--- config.mk ---
export PLATFORM = sky130hd
export DESIGN_NAME = rgb2yuv_stream
export DESIGN_NICKNAME = d
export VERILOG_FILES = /design/src/rtl/rgb2yuv_stream.sv
export SDC_FILE = /design/constraint.sdc
export NUM_CORES = 1
export LEC_CHECK = 0
export BUFFER_PORTS_ARGS = -buffer_cell sky130_fd_sc_hd__buf_2
export CAP_MARGIN = 15
export CORE_MARGIN = 2
export CORE_UTILIZATION = 25
export CTS_CLUSTER_SIZE = 20
export DETAILED_ROUTE_END_ITERATION = 10
export PLACE_DENSITY = 0.38
export SLEW_MARGIN = 20
export SYNTH_ARGS = -nofsm -noshare
export SYNTH_HDL_FRONTEND = slang
export SYNTH_SLANG_ARGS = --single-unit
--- constraint.sdc ---
create_clock -name clk -period 11.4 [get_ports clk]
set_clock_uncertainty 0.1 [all_clocks]
set_input_delay 1.14 -clock clk [delete_from_list [all_inputs] [get_ports clk]]
set_output_delay 1.14 -clock clk [all_outputs]
set_load 0.02 [all_outputs]
--- src/rtl/rgb2yuv_stream.sv ---
// rgb2yuv_stream: 3-stage full-range BT.601 RGB->YUV (Q8) converter with valid/ready and line framing.
// Define RGB2YUV_422_EN to pair pixels within a line and average their chroma (4:2:2).
module rgb2yuv_stream #(
  parameter int W = 8
) (
  input  logic         clk,
  input  logic         rst,
  input  logic         in_valid,
  output logic         in_ready,
  input  logic [W-1:0] in_r,
  input  logic [W-1:0] in_g,
  input  logic [W-1:0] in_b,
  input  logic         in_last,
  output logic         out_valid,
  input  logic         out_ready,
  output logic [W-1:0] out_y,
  output logic [W-1:0] out_u,
  output logic [W-1:0] out_v,
  output logic         out_last
);
  localparam int IW = 2 * W + 10;
  typedef logic signed [IW-1:0] s_t;
  localparam s_t OFF = s_t'(1) <<< (W - 1);
  localparam s_t MAX = (s_t'(1) <<< W) - s_t'(1);
  localparam s_t RND = s_t'(128);
  function automatic s_t mul(input logic [W-1:0] x, input int c);
    return s_t'(c) * s_t'({1'b0, x});
  endfunction
  function automatic logic [W-1:0] sat(input s_t s, input s_t off);
    s_t t;
    t = (s >>> 8) + off;
    return t[IW-1] ? '0 : (t > MAX ? '1 : t[W-1:0]);
  endfunction
  logic v1, v2, v3, l1, l2, ld1, ld2, ld3, fire;
  s_t p [9];
  s_t sy, su, sv;
  logic [W-1:0] yc, uc, vc;
  // each stage loads when empty or when the stage after it frees up this cycle
  always_comb begin
    fire = out_valid && out_ready;
    ld3 = v2 && (!v3 || fire);
    ld2 = v1 && (!v2 || ld3);
    in_ready = !v1 || ld2;
    ld1 = in_valid && in_ready;
    yc = sat(sy, '0);
    uc = sat(su, OFF);
    vc = sat(sv, OFF);
  end
`ifdef RGB2YUV_422_EN
  logic hold, par, rel;
  logic [W-1:0] eu, ev, ua, va;
  // even pixel waits in stage 3 until its partner sits in stage 2; both then carry the averaged chroma
  always_comb begin
    rel = v3 && hold && v2;
    ua = W'(({1'b0, eu} + {1'b0, uc} + (W+1)'(1)) >> 1);
    va = W'(({1'b0, ev} + {1'b0, vc} + (W+1)'(1)) >> 1);
  end
  assign out_valid = v3 && !hold;
`else
  assign out_valid = v3;
`endif
  always_ff @(posedge clk) begin
    if (ld1) begin
      p[0] <= mul(in_r, 77);
      p[1] <= mul(in_g, 150);
      p[2] <= mul(in_b, 29);
      p[3] <= mul(in_r, 43);
      p[4] <= mul(in_g, 85);
      p[5] <= mul(in_b, 128);
      p[6] <= mul(in_r, 128);
      p[7] <= mul(in_g, 107);
      p[8] <= mul(in_b, 21);
      l1 <= in_last;
    end
    if (ld2) begin
      sy <= p[0] + p[1] + p[2] + RND;
      su <= p[5] - p[3] - p[4] + RND;
      sv <= p[6] - p[7] - p[8] + RND;
      l2 <= l1;
    end
    if (rst) begin
      {v1, v2, v3, out_last} <= '0;
      out_y <= '0;
      out_u <= '0;
      out_v <= '0;
`ifdef RGB2YUV_422_EN
      hold <= 1'b0;
      par <= 1'b0;
`endif
    end else begin
      v1 <= ld1 || (v1 && !ld2);
      v2 <= ld2 || (v2 && !ld3);
      v3 <= ld3 || (v3 && !fire);
      if (ld3) begin
        out_y <= yc;
        out_last <= l2;
      end
`ifdef RGB2YUV_422_EN
      if (ld3) begin
        out_u <= par ? ua : uc;
        out_v <= par ? va : vc;
        eu <= uc;
        ev <= vc;
        hold <= !par && !l2;
        par <= !par && !l2;
      end else if (rel) begin
        out_u <= ua;
        out_v <= va;
        hold <= 1'b0;
      end
`else
      if (ld3) begin
        out_u <= uc;
        out_v <= vc;
      end
`endif
    end
  end
endmodule

==> flow_summary.ini, run 1 <==
[status]
status = complete, no violations

[clocking]
root_buffer = clkbuf_16
cts.sinks = 174
clk_path_buf_depth = 2
postCtsHoldBufs = 0
cts_htree_levels = 4
cts_setup_buffers = 0
path_clk_slew_ps = 70
insertion_delay_ps = 460
numCtsBuffers = 17
cts_tree = done
post_cts_resized = 0

[routing]
avgViaCountPerCell = 4.264
wl_per_cell_um = 15.25
drcViolationCount = 0
totalWireLength_mm = 33.52
drt_iter0_markers = 414
drt.antenna.violating_nets = 0
vias = 9372
first_pass_iters = 4

[finish]
num_antenna_cells = 0
drive_gt1_share_pct = 7.397
stdcell_area_sq_um = 16450
area_delta_synth_final_pct = 12.32
final_nets = 1834

[yosys]
synthCells = 1357
yosys.area.top_type_share_pct = 29.93
ys_seq_area_share_pct = 33.76
ys_types = 62
ys_ff_latch = 174
synth-compound-area-share_pct = 9.208
synth_mux_area_share_pct = 0.2050
synth_fa_ha_area_share_pct = 36.94
synth-edff-count = 146
synth_area_sq_um = 14650
yosys.area_share.simple_pct = 7.876
yosys_warnings = 0
synth_area_per_cell_sq_um = 10.79
synth_top_family_by_area = adder cells
synth-xor-area-share_pct = 5.014
synthArstFlopShare_pct = 0
ys_top_cells_by_area = edfxtp_1, ha_1, fa_1, inv_1, dfxtp_1
ys.flop_type = edfxtp_1
yosysTopAreaCell = edfxtp_1
syn_nets = 1771

[sta]
min_period_over_period_pct = 40.40
relSlewSlack_pct = 43.01
tightest_slew_ps = 854.8
layout_min_cycle_time_ps = 4606
fmax_mhz = 217.1
rsz0062_at_grt = false
maxSlewViolCount = 0
setup_ws_ps = 6794
setup_viol = 0
hold_viol = 0
hold_ws_ps = 328.1
tns_ps = 0

[global_routing]
grt_max_degree = 55
grtUsageTotal_pct = 11.77
grt-ovfl-total = 0
antenna_found_initial = 4
grt_pass1_wl_mm = 54.34
first_global_vias = 9779

[floorplan]
num_io_pins = 56
core_area_sq_um = 57810
die_w_um = 246.1
start_util_pct = 25.34
die_area_sq_um = 60540
chipHeight_um = 246.1
rows = 88

[setup_path]
crit_fanout = 11
path_cells = buf_2 -> ha_1 -> fa_1 -> fa_1 -> inv_1 -> fa_1 -> inv_1 -> ha_1 -> or2_2 -> o31ai_1 -> a21oi_1 -> a211o_1 -> a21oi_1 -> xnor2_1
cpPeakStageDelay_ps = 510
required_ps = 11500
slowest_stage = fa_1
rr_worst_depth = 11
critPathKind = in2reg
critPathLaunchType = input port
crit_path_end_kind = register
cpMostUsedCell = fa_1
critPathArrivalTime_ps = 4710

[placed_design]
placed_area_sq_um = 15860
hpwl_mm = 27.84
place_congestion = 0.8059
post-place-ws_ps = 6316
portBuffers = 55

[min_path]
whs_path_depth = 0
min-delay-path-class = reg2reg

[power_and_ir_drop]
p_per_area_nw_per_um2 = 247.4
ir_worst_vdd_v = 0.0001469
power.internal_uw = 2354
power_switching_uw = 1717
p_seq_share_pct = 28.4
leakage_uw = 0.007623
p_sw_share_pct = 42.18
combinationalPowerShare_pct = 56.9
clkPwrFrac_pct = 14.7

[flow_run]
max-cap-violations = 0
final cells by class:
class	count	area (sq um)
Clock buffer	22	508.0
Clock inverter	10	87.58
Fill cell	6095	41350
Inverter	252	945.9
Multi-Input combinational cell	916	8703
Sequential cell	174	4945
Tap cell	765	957.2
Timing Repair Buffer	59	305.3
critical path: cells and delay by family:
kind                       cells  cell delay (ps)
xor gates and xnor gates       1               90
and+or+nand+nor                1              290
buffers and inverters          3              390
adders and majority gates      5             2140
AOI/OAI and AO/OA              4              640
sequential cells by signal (all words and copies together), names as in the netlist:
name	count
p	102
out_valid	1
out_last	1
v1	1
sy	10
out_v	8
out_u	8
v2	1
l2	1
l1	1
out_y	8
sv	16
su	16
cells in the final DEF (no fill, tap or decap), types with 28 or more instances in the layout:
cell type  instances
buf_2             55
dfxtp_1           28
o21ai_0           43
inv_1            252
nor3_1            30
nand2_1           41
edfxtp_1         146
a21oi_1           80
xnor2_1           58
ha_1             306
nor2_1            55
fa_1              79
cell families after synthesis:
| group | after synthesis |
|---|---|
| adders and majority gates | 385 |
| buffers and inverters | 267 |
| and+or+nand+nor | 228 |
| AOI/OAI and AO/OA | 217 |
| DFF | 174 |
| xor gates and xnor gates | 83 |
| muxes | 3 |
through the flow:
stage               utilization (%)  cells  total power [uW]
floorplan                         -   1357              2887
finish                        28.46   2198              4071
global placement              27.43   2166              3518
detailed placement            27.43   2166              3512
global route                  28.46   2198              4530
CTS                           28.46   2198              4150
cells in the mapped netlist (all sizes together), types with 9 or more instances:
library cell and count:
ha 306, inv 252, edfxtp 146, a21oi 80, fa 79, xnor2 59
nor2 55, o21ai 44, nand2 42, nor3 30, dfxtp 28, nand3 26
xor2 24, a31oi 17, nor2b 13, nor4 12, a21o 11, o21bai 10
nand2b 9, nand4 9
routing by layer:
layer | vias up | track usage [%] | routed length [um]
met4 | 6 | 2.513 | 357
li1 | 4846 | - | -
met1 | 4420 | 15.82 | 16340
met2 | 78 | 19.49 | 15510
met3 | 22 | 2.320 | 1263
met5 | - | 0 | 44
power groups by stage:
| stage | Combinational (uW) | Sequential [uW] | Clock, uW |
|---|---|---|---|
| after floorplan | 1770 | 1120 | 0 |
| after global placement | 2340 | 1180 | 0 |
| after detailed placement | 2330 | 1180 | 0 |
| after CTS | 2360 | 1160 | 624 |
| after global routing | 2700 | 1180 | 648 |
| final | 2320 | 1160 | 599 |
path summary, 6_finish.rpt:
path                       from                   to  slack, ps
max                     in_g[6]  p[0][126]$_DFFE_PP_       6790
min                l1$_DFFE_PP_         l2$_DFFE_PP_        330
max reg2reg  p[0][71]$_DFFE_PP_     su[15]$_DFFE_PP_       7800
min reg2reg        l1$_DFFE_PP_         l2$_DFFE_PP_        330
Note: power is estimated with default switching activity, not from simulation.
==> inputs of run 2 (changes only) <==
- PLACE_DENSITY: 0.38 -> 0.39
- clock period: 11.4 -> 3.8 ns (I/O delays scaled with it)
==> run 2 against run 1 <==
Largest cell class unchanged. Combinational power increased to 3.2 times the previous value. Sequential cell count stayed put. Global-route usage down 0.10 points. Setup slack got worse by 6600 ps. Design area grew 4.7%. Non-clock buffer count grew 104. Wire length down 0.91%. Final cell count grew 4.7%. Clock-buffer cell count shrank 4. Hold slack lost 210 ps. Power increased to 3.1 times the previous value. Via count up 4.2%.
==> flow_summary.ini, run 2 (synthesized netlist as in run 1, its figures left out) <==
[finish]
instances_no_fill = 2302
final_cell_mix = ha_1, inv_1, edfxtp_1, buf_4, fa_1
largest_reg_flops = 102
top_register = p
area_delta_synth_final_pct = 17.61
num_antenna_cells = 0
n_fill_cell = 6050
final_common_cell = ha_1
top_regs = p x102, su x16, sv x16
final_nets = 1938
drive_gt1_share_pct = 13.86

[sta]
hold_viol = 0
fmax_mhz = 280.4
maxSlewViolCount = 0
tightest_slew_ps = 642.6
setup_viol = 0
setup_ws_ps = 234.2
layout_min_cycle_time_ps = 3566
relSlewSlack_pct = 57.16
tns_ps = 0
rsz0062_at_grt = false
min_period_over_period_pct = 93.84

[flow_run]
max-cap-violations = 0

[routing]
wl_per_cell_um = 14.43
drcViolationCount = 0
first_pass_iters = 5
vias = 9761
totalWireLength_mm = 33.22
drt.antenna.violating_nets = 0
avgViaCountPerCell = 4.240
drt_iter0_markers = 396

[floorplan]
die_area_sq_um = 60540
chipHeight_um = 246.1
die_w_um = 246.1
core_area_sq_um = 57810
start_util_pct = 25.34
num_io_pins = 56
rows = 88

[placed_design]
portBuffers = 55
place_congestion = 0.8115
post-place-ws_ps = -244.6
hpwl_mm = 28.09
place_inst = 2269

[status]
status = complete, no violations

[setup_path]
ff2ff_setup_slack_ps = 250
crit_family = adder cells
cpMostUsedCell = fa_1
required_ps = 3890
slowest_stage = fa_1
crit_path_end_kind = register
critPathArrivalTime_ps = 3660
crit_fanout = 3
critPathLaunchType = input port
critPathKind = in2reg
path_cells = buf_2 -> ha_1 -> fa_1 -> fa_1 -> inv_1 -> fa_1 -> inv_1 -> ha_1 -> or2_2 -> o31ai_1 -> a21oi_1 -> a211o_1 -> a21oi_2 -> xnor2_1
cpPeakStageDelay_ps = 520
critical_path_buf_inv_count = 3

[clocking]
clk_path_buf_depth = 2
path_clk_slew_ps = 70
cts_setup_buffers = 0
insertion_delay_ps = 450
root_buffer = clkbuf_16
cts_tree = done
numCtsBuffers = 17
cts.sinks = 174
cts_htree_levels = 4

[global_routing]
antenna_found_initial = 0
grtUsageTotal_pct = 11.67
grt-ovfl-total = 0
first_global_vias = 10101
grt_max_degree = 103
grt_pass1_wl_mm = 54.16

[power_and_ir_drop]
leakage_uw = 0.008106
ir_worst_vdd_v = 0.0003750
finalPower_uw = 12540
p_per_area_nw_per_um2 = 728.2

[min_path]
min-delay-path-class = in2reg
[run 2: changes by cell type in the layout (fill, tap and decap cells not counted), moves of 2 or more]
cell        previous run  this run
clkinv_4               2         0
buf_4                  4       106
a21oi_2                0         2
clkinvlp_4             0         2
clkinv_8               0         2
inv_8                  3         1
inv_6                  3         6
clkbuf_16             20        17
a21oi_1               80        78
[run 2: stage by stage]
step                hold WS (ps)  area (sq um)  util, %
finish                     118.7         17230    29.80
global route               96.17         17230    29.80
CTS                        79.60         17220    29.80
detailed placement         314.7         16660    28.82
global placement           315.2         16660    28.82
floorplan                  300.3         14680        -
[run 2: worst paths after layout]
| kind | start | cells after the start | end |
|---|---|---|---|
| worst min-delay path | in_b[0] | 1 | p[0][128]$_DFFE_PP_ |
| worst min register to register | l1$_DFFE_PP_ | 0 | l2$_DFFE_PP_ |
| worst max-delay path | in_g[1] | 14 | p[0][126]$_DFFE_PP_ |
| worst max register to register | p[0][71]$_DFFE_PP_ | 11 | su[15]$_DFFE_PP_ |
[run 2: power breakdown]
| part | internal, uW | leakage (uW) | switching (uW) |
|---|---|---|---|
| Combinational | 3330 | 0.00621 | 4060 |
| Sequential | 3120 | 0.00163 | 346 |
| Clock | 860 | 0.000270 | 837 |
[run 2: timing repair]
item,4_1_cts,5_1_grt
endpoints found under the hold margin,1,0
hold buffers,1,0
gates resized for setup,0,2
endpoints found under the setup margin,0,3
[run 2: layer usage]
| metal | part of all wire, % | vias up | global-route usage (%) |
|---|---|---|---|
| li1 | - | 5048 | - |
| met3 | 2.6 | 14 | 2.168 |
| met4 | 1.2 | 0 | 2.620 |
| met1 | 50 | 4612 | 15.92 |
| met2 | 46 | 87 | 19.07 |
| met5 | 0 | - | 0 |
[run 2: final cells by class]
class | instances | area (sq um) | area share (%)
timing repair buffer | 163 | 1101 | 6.391
sequential | 174 | 4945 | 28.70
tap | 765 | 957.2 | 5.556
clock inverter | 14 | 126.4 | 0.7335
inverter | 252 | 945.9 | 5.491
multi-input combinational | 916 | 8723 | 50.64
clock buffer | 18 | 429.2 | 2.491
